## config.mk

```make
export PLATFORM = sky130hd
export DESIGN_NAME = alu_sequencer
export DESIGN_NICKNAME = d
export VERILOG_FILES = /design/src/rtl/alu_pkg.sv /design/src/rtl/alu_operand_mux.sv /design/src/rtl/alu_sequencer.sv
export SDC_FILE = /design/constraint.sdc
export NUM_CORES = 1
export LEC_CHECK = 0
export CORE_MARGIN = 2
export CORE_UTILIZATION = 45
export CTS_CLUSTER_SIZE = 12
export DETAILED_ROUTE_END_ITERATION = 16
export PLACE_DENSITY = 0.91
export SLEW_MARGIN = 20
export SYNTH_ARGS = -nofsm -noshare
export SYNTH_HDL_FRONTEND = slang
export SYNTH_SLANG_ARGS = --single-unit
```

## constraint.sdc

```tcl
create_clock -name clk -period 6.8 [get_ports clk]
set_input_delay 1.02 -clock clk [delete_from_list [all_inputs] [get_ports clk]]
set_output_delay 1.02 -clock clk [all_outputs]
set_load 0.02 [all_outputs]
```

## src/rtl/alu_pkg.sv

```systemverilog
// Shared opcode, flag-index and state definitions for the ALU sequencer.
// Opcode values must stay identical to the ALU's own decode.
package alu_pkg;

  localparam logic [7:0] OP_AND  = 8'h01;
  localparam logic [7:0] OP_OR   = 8'h02;
  localparam logic [7:0] OP_XOR  = 8'h03;
  localparam logic [7:0] OP_ADD  = 8'h05;
  localparam logic [7:0] OP_NOT  = 8'h07;
  localparam logic [7:0] OP_SUB  = 8'h09;
  localparam logic [7:0] OP_CMP  = 8'h0B;
  localparam logic [7:0] OP_MOV  = 8'h0D;
  localparam logic [7:0] OP_LSH  = 8'h84;
  localparam logic [7:0] OP_ASHU = 8'h86;

  localparam int FLAG_C = 0;
  localparam int FLAG_L = 1;
  localparam int FLAG_F = 2;
  localparam int FLAG_Z = 3;
  localparam int FLAG_N = 4;

  typedef enum logic [1:0] {S_IDLE, S_READ, S_EXEC, S_WB} seq_state_e;

  function automatic logic is_legal_op(input logic [7:0] op);
    case (op)
      OP_AND, OP_OR, OP_XOR, OP_ADD, OP_NOT,
      OP_SUB, OP_CMP, OP_MOV, OP_LSH, OP_ASHU: return 1'b1;
      default:                                 return 1'b0;
    endcase
  endfunction

  // Only the arithmetic/compare group owns the architectural flags.
  function automatic logic updates_psr(input logic [7:0] op);
    return (op == OP_ADD) || (op == OP_SUB) || (op == OP_CMP);
  endfunction

  function automatic logic imm_sign_ext(input logic [7:0] op);
    return (op == OP_ADD) || (op == OP_SUB) || (op == OP_CMP) ||
           (op == OP_LSH) || (op == OP_ASHU) || (op == OP_MOV);
  endfunction

endpackage

```

## src/rtl/alu_operand_mux.sv

```systemverilog
// Routes Rdest/Rsrc values onto ALU A/B per opcode.
// With ALU_SEQ_IMM_EN defined, an 8-bit immediate can stand in for Rsrc.
module alu_operand_mux
  import alu_pkg::*;
#(
  parameter int DATA_W = 16
) (
  input  logic [7:0]        op,
  input  logic [DATA_W-1:0] rdest_val,
  input  logic [DATA_W-1:0] rsrc_val,
`ifdef ALU_SEQ_IMM_EN
  input  logic              imm_sel,
  input  logic [7:0]        imm,
`endif
  output logic [DATA_W-1:0] a,
  output logic [DATA_W-1:0] b
);

  logic [DATA_W-1:0] src;

`ifdef ALU_SEQ_IMM_EN
  logic [DATA_W-1:0] imm_ext;
  assign imm_ext = imm_sign_ext(op) ? {{(DATA_W-8){imm[7]}}, imm}
                                    : {{(DATA_W-8){1'b0}}, imm};
  assign src = imm_sel ? imm_ext : rsrc_val;
`else
  assign src = rsrc_val;
`endif

  // CMP swaps operands so L/N read as Rdest < Rsrc.
  always_comb begin
    a = rdest_val;
    b = src;
    case (op)
      OP_CMP: begin
        a = src;
        b = rdest_val;
      end
      OP_MOV, OP_NOT: begin
        a = src;
        b = '0;
      end
      default: ;
    endcase
  end

endmodule

```

## src/rtl/alu_sequencer.sv

```systemverilog
// Four-state controller sequencing RF read, shared ALU execute and writeback.
// Optional immediate operand enabled by defining ALU_SEQ_IMM_EN.
module alu_sequencer
  import alu_pkg::*;
#(
  parameter int REG_ADDR_W = 4,
  parameter int DATA_W     = 16,
  parameter int FLAG_W     = 5
) (
  input  logic                  clk,
  input  logic                  reset,
  input  logic                  req_valid,
  output logic                  req_ready,
  input  logic [7:0]            req_op,
  input  logic [REG_ADDR_W-1:0] req_rdest,
  input  logic [REG_ADDR_W-1:0] req_rsrc,
`ifdef ALU_SEQ_IMM_EN
  input  logic                  req_imm_sel,
  input  logic [7:0]            req_imm,
`endif
  output logic [REG_ADDR_W-1:0] rf_raddr_a,
  output logic [REG_ADDR_W-1:0] rf_raddr_b,
  input  logic [DATA_W-1:0]     rf_rdata_a,
  input  logic [DATA_W-1:0]     rf_rdata_b,
  output logic                  rf_we,
  output logic [REG_ADDR_W-1:0] rf_waddr,
  output logic [DATA_W-1:0]     rf_wdata,
  output logic [DATA_W-1:0]     alu_a,
  output logic [DATA_W-1:0]     alu_b,
  output logic [7:0]            alu_op,
  input  logic [DATA_W-1:0]     alu_out,
  input  logic [FLAG_W-1:0]     alu_flags,
  output logic [FLAG_W-1:0]     psr_flags,
  output logic                  busy,
  output logic                  done,
  output logic                  err
);

  if (DATA_W != 16) begin : g_width_chk
    $error("alu_sequencer: DATA_W must be 16");
  end

  seq_state_e        state, state_nx;
  logic [7:0]        op_q;
  logic [DATA_W-1:0] result;
  logic [FLAG_W-1:0] flag_cap;
  logic [DATA_W-1:0] mux_a, mux_b;

`ifdef ALU_SEQ_IMM_EN
  logic       imm_sel_q;
  logic [7:0] imm_q;
`endif

  alu_operand_mux #(.DATA_W(DATA_W)) u_mux (
    .op        (op_q),
    .rdest_val (rf_rdata_a),
    .rsrc_val  (rf_rdata_b),
`ifdef ALU_SEQ_IMM_EN
    .imm_sel   (imm_sel_q),
    .imm       (imm_q),
`endif
    .a         (mux_a),
    .b         (mux_b)
  );

  // The read-address registers double as the latched Rdest/Rsrc fields.
  assign rf_waddr = rf_raddr_a;
  assign rf_wdata = result;

  always_ff @(posedge clk or posedge reset) begin
    if (reset) begin
      state      <= S_IDLE;
      op_q       <= '0;
      rf_raddr_a <= '0;
      rf_raddr_b <= '0;
      alu_a      <= '0;
      alu_b      <= '0;
      result     <= '0;
      flag_cap   <= '0;
      psr_flags  <= '0;
`ifdef ALU_SEQ_IMM_EN
      imm_sel_q  <= 1'b0;
      imm_q      <= '0;
`endif
    end else begin
      state <= state_nx;
      case (state)
        S_IDLE: if (req_valid) begin
          op_q       <= req_op;
          rf_raddr_a <= req_rdest;
          rf_raddr_b <= req_rsrc;
`ifdef ALU_SEQ_IMM_EN
          imm_sel_q  <= req_imm_sel;
          imm_q      <= req_imm;
`endif
        end
        S_READ: begin
          alu_a <= mux_a;
          alu_b <= mux_b;
        end
        S_EXEC: begin
          result   <= alu_out;
          flag_cap <= alu_flags;
        end
        S_WB: if (is_legal_op(op_q) && updates_psr(op_q)) psr_flags <= flag_cap;
        default: ;
      endcase
    end
  end

  always_comb begin
    state_nx  = state;
    req_ready = 1'b0;
    busy      = 1'b1;
    done      = 1'b0;
    err       = 1'b0;
    rf_we     = 1'b0;
    alu_op    = 8'h00;
    case (state)
      S_IDLE: begin
        req_ready = 1'b1;
        busy      = 1'b0;
        if (req_valid) state_nx = S_READ;
      end
      S_READ: state_nx = S_EXEC;
      S_EXEC: begin
        alu_op   = op_q;
        state_nx = S_WB;
      end
      S_WB: begin
        done     = 1'b1;
        err      = !is_legal_op(op_q);
        rf_we    = is_legal_op(op_q) && (op_q != OP_CMP);
        state_nx = S_IDLE;
      end
      default: state_nx = S_IDLE;
    endcase
  end

endmodule

```

**After elaboration in Yosys (flattened, before gate mapping)**

Cells that the tools add are included.

- Multiplexer cells: 12
- Divide/modulo/power cells: 0
- Shifts and indexed selects: 0
- Equal/unequal tests: 15
- $add $sub $neg: 0
- Bitwise logic cells: 0
- Reductions and logical operators: 11
- $mul: 0
- $lt $le $gt $ge: 0

Operators by type and width:

| cell | count |
|---|---|
| $pmux 16 s2 | 1 |
| $eq 8x4->1 const B | 3 |
| $eq 8x2->1 const B | 2 |
| $eq 8x3->1 const B | 2 |
| $eq 8x8->1 const B | 2 |
| $mux 16 | 1 |
| $reduce_or 10->1 | 1 |
| $eq 8x1->1 const B | 1 |
| $mux 8 | 1 |
| $ne 8x4->1 const B | 1 |
| $pmux 2 s4 | 1 |
| $mux 1 | 7 |
| $eq 2x2->1 const B | 2 |
| $reduce_and 2->1 | 2 |
| $reduce_or 3->1 | 1 |
| $eq 2x1->1 const B | 1 |
| $logic_and 1x1->1 | 2 |
| $logic_not 2->1 | 1 |
| $logic_or 1x1->1 | 2 |
| $mux 2 | 1 |
| $ne 2x2->1 const B | 1 |
| $reduce_or 2->1 | 1 |
| $logic_not 1->1 | 1 |

- Memories: 0
- Latch bits: 0
- Bits in writable memories: 0
- Input port bits: 72
- Register bits after elaboration: 76
- Bits in read-only memories: 0
- Word-level logic and storage cells: 47
- Output and inout bits: 78

**Longest topological paths before layout**

- Word-level depth: 6
- Depth in mapped cells: 7

**Hierarchy**

From an unflattened synthesis, not the netlist that was laid out.

- Cells, all modules: 323
- Area total of the unflattened synthesis: 3996.3 um2

By module, submodules not included:

| module | sequential area each (um2) | cells an instance | area each (um2) | times used |
|---|---|---|---|---|
| alu_sequencer | 1901.8 | 199 | 3094.2 | 1 |
| alu_operand_mux | 0.0 | 124 | 902.1 | 1 |

**Worst setup path before layout**

OpenSTA, ideal clock, no wires.

- Path type: reg2out
- Start point: reg op_q[4]
- End point: out rf_we
- Arrival time: 1.421 ns
- Required time: 5.780 ns
- Path slack: 4.359 ns
- Cell stages (with the launch flop): 6
- Cell sequence: dfrtp_1 > or3_4 > nor2_8 > buf_2 > nand3_1 > and3_1

- Word-level cells in the longest chain between the ends: 6

Ends and longest elaborated chain:

| what | RTL line | source |
|---|---|---|
| start: declaration | alu_sequencer.sv:44 | `logic [7:0] op_q;` |
| start signal: assignment | alu_sequencer.sv:89 | `op_q <= req_op;` |
| $eq 8x3->1 (tied with other cells) | alu_pkg.sv:25 | `case (op)` |
| $reduce_or 10->1 | alu_pkg.sv:25 |  |
| $mux 1 | alu_pkg.sv:25 |  |
| $mux 1 | alu_sequencer.sv:119 | `case (state)` |
| $logic_and 1x1->1 (*) | alu_sequencer.sv:133 | `rf_we = is_legal_op(op_q) && (op_q != OP_CMP);` |
| $mux 1 (*) | alu_sequencer.sv:119 |  |
| end: declaration | alu_sequencer.sv:25 | `output logic rf_we,` |

Every way passes the cells marked *; elsewhere a longest branch is shown, timed or not. The select of a mux whose other input is x is not followed.

**Worst setup path after layout**

Ends and elaborated chain as after synthesis.

==> impl_metrics.ini <==
[cts]
cts_hold_buf = 0
clockBufferDepth = 2
numCtsBuffers = 9
cts_tree = done
clock_latency_ns = 0.33
clock-root-buffer = clkbuf_8
clk_pin_slew_ns = 0.08
cts.sinks = 76
htree_levels = 3
postCtsSetupBuffers = 0
cts_resized = 0

[die]
start_util = 0.472
rows = 31
ios = 150
core_um2 = 7330
die_w_um = 91.7
fp.dieH_um = 91.7
dieArea_um2 = 8410

[route]
drt-total-wl_um = 9220
dr.pass1.iters = 4
vias = 2937
drt-initial-drc-count = 201
antenna_left = 0
vias_per_cell = 5.40
wl_per_cell_um = 16.9
drc = 0

[placed_design]
io_buffer_count = 149
place.gp.congestion = 0.803
hpwl_um = 6410

[timing]
maxSlewHeadroom = 0.362
clock.fmax_mhz = 291
rsz0062_at_grt = false
min_period_ns = 3.43
finalHoldViolCount = 0
setup_viol = 0
tightestPinTransition_ns = 0.956
slew_viol_final = 0
setup_tns_ns = 0
fin_crit_sh = 0.505
finClkSkew_ns = 0.00715

[global_routing]
grt_pass1_wl_um = 14800
grt_pass1_vias = 3018
grt.overflow.total = 0
grt_max_degree = 77
antenna_found_initial = 0
track_usage = 0.221

[critical_path]
cp_data_required_time_ns = 5.78
path_max_fanout = 35
crit_buf_inv = 1
cp-start-kind = register
critPathSlowestCell = clkdlybuf4s50_1
path_cells = or3_4 > nor2_8 > nand3_1 > and3_1 > clkdlybuf4s50_1
critPathMaxStageDelay_ns = 0.56
crit_family = simple AND/OR/NAND/NOR gates
r2r_start = state[1]
r2r_slack_ns = 4.37
critPathKind = register to output port
critPathArrivalTime_ns = 2.41
r2r_cells = 5
crit_path_end_kind = output port
r2r-end = alu_b[15]

[yosys]
synth_cell_types = 32
synth_fp_nets = 380
synthesis.area_um2 = 3460
async_reset_ff_frac = 1.00
ys_seq_area_frac = 0.550
synth_edf_count = 0
synth-seq-cells = 76
ys_warn_count = 0
synth_flop_cell = dfrtp_1
synth_cells = 304
avgSynthCellArea_um2 = 11.4

[final_layout]
num_antenna_cells = 0
syn_to_final_growth_pct = 50.4
fin_nets = 516
final_cell_mix = clkdlybuf4s50_1 (149), dfrtp_1 (76), mux2_2 (42)
mostFrequentLayoutCell = clkdlybuf4s50_1
layout-drive-gt1-share = 0.148

[pwr]
seqPwrFrac = 0.309
p_sw_frac = 0.395
total_leakage_power_nw = 2.14
power_density_nw_per_um2 = 508
vdd_drop_max_mv = 0.323
comb_power_share = 0.533
power_switching_mw = 1.04
p_total_mw = 2.64
power_frac_clock = 0.158
internal-power_mw = 1.60

[hold_path]
hold_start = flag_cap[3]
whs_path_depth = 1
hold_end = psr_flags[3]
min_path_type = register to register

[run]
drv_cap = 0

[outcome]
status = finished, final reports clean
worst reg2reg max path, cell delays in order (launching register included):
cell     delay (ns)
dfrtp_1        0.41
inv_1          0.11
ha_1           0.58
buf_4          0.39
inv_1          0.38
a221o_1        0.46
state kept, by name, indices dropped and copies added, names as in the netlist:
signal,count
flag_cap,5
state,2
alu_a,16
rf_raddr_a,4
op_q,8
rf_wdata,16
alu_b,16
psr_flags,5
rf_raddr_b,4
per-stage QoR:
step           setup WS [ns]  instance area [µm²]  hold slack [ns]  cells  utilization
6_report                3.37                 5200            0.506    544        0.710
5_1_grt                 3.25                 5200            0.519    544        0.710
4_1_cts                 3.04                 5200            0.511    544        0.709
3_5_place_dp            3.47                 4950            0.494    528        0.676
3_3_place_gp            3.51                 4950            0.485    528        0.676
2_1_floorplan           3.84                 3460            0.477    304            -
layout make-up:
cell class	count	area, µm²
clock inverter	7	123
multi-input combinational	194	1390
tap	99	124
fill	517	2130
sequential	76	1900
timing repair buffer	152	1510
inverter	7	27.5
clock buffer	9	124
kinds of logic after synthesis:
| group | share of synthesized area |
|---|---|
| AO/OA/AOI/OAI | 0.148 |
| XOR/XNOR | 0.00253 |
| adder cells (fa/ha/maj) | 0.0145 |
| buffers and inverters | 0.0495 |
| flip-flops | 0.550 |
| multiplexers | 0.137 |
| AND/OR/NAND/NOR | 0.0987 |
layer usage:
metal  global-route usage  vias to the layer above  wire length, µm
met5                    0                        -                0
met4               0.0846                        0              109
met3               0.0731                       13              805
met2                0.350                      157             4460
met1                0.283                     1411             3840
li1                     -                     1356                -
power by group through the flow:
stage / Sequential [mW] / Combinational (mW) / Clock (mW)
global route: 0.850 / 1.50 / 0.449
finish: 0.818 / 1.41 / 0.417
CTS: 0.819 / 1.42 / 0.426
detailed placement: 0.826 / 1.40 / 0
global placement: 0.812 / 1.38 / 0
floorplan: 1.00 / 0.639 / 0
worst max path at each step:
stage / startpoint / endpoint / depth (start not counted)
after floorplan: reset / alu_a[0] / 1
after global placement: state[0] / alu_op[0] / 4
after detailed placement: state[0] / alu_op[6] / 4
after CTS: state[0] / alu_op[6] / 4
after global routing: op_q[4] / rf_we / 5
final: op_q[4] / rf_we / 5
cells in the mapped netlist (all sizes together) (3+ instances only):
| cell | number | area (µm²) |
|---|---|---|
| ha | 4 | 50.1 |
| o21ai | 19 | 98.8 |
| nor2 | 20 | 91.3 |
| mux2 | 42 | 473 |
| nand2 | 18 | 67.6 |
| and2 | 8 | 50.1 |
| buf | 15 | 100 |
| clkbuf | 12 | 45.0 |
| inv | 7 | 26.3 |
| dfrtp | 76 | 1900 |
| nor2b | 3 | 18.8 |
| nand3 | 10 | 50.1 |
| a221o | 16 | 160 |
| a31oi | 17 | 106 |
| a21oi | 25 | 125 |
No activity file was read; power rests on OpenSTA's default activity.
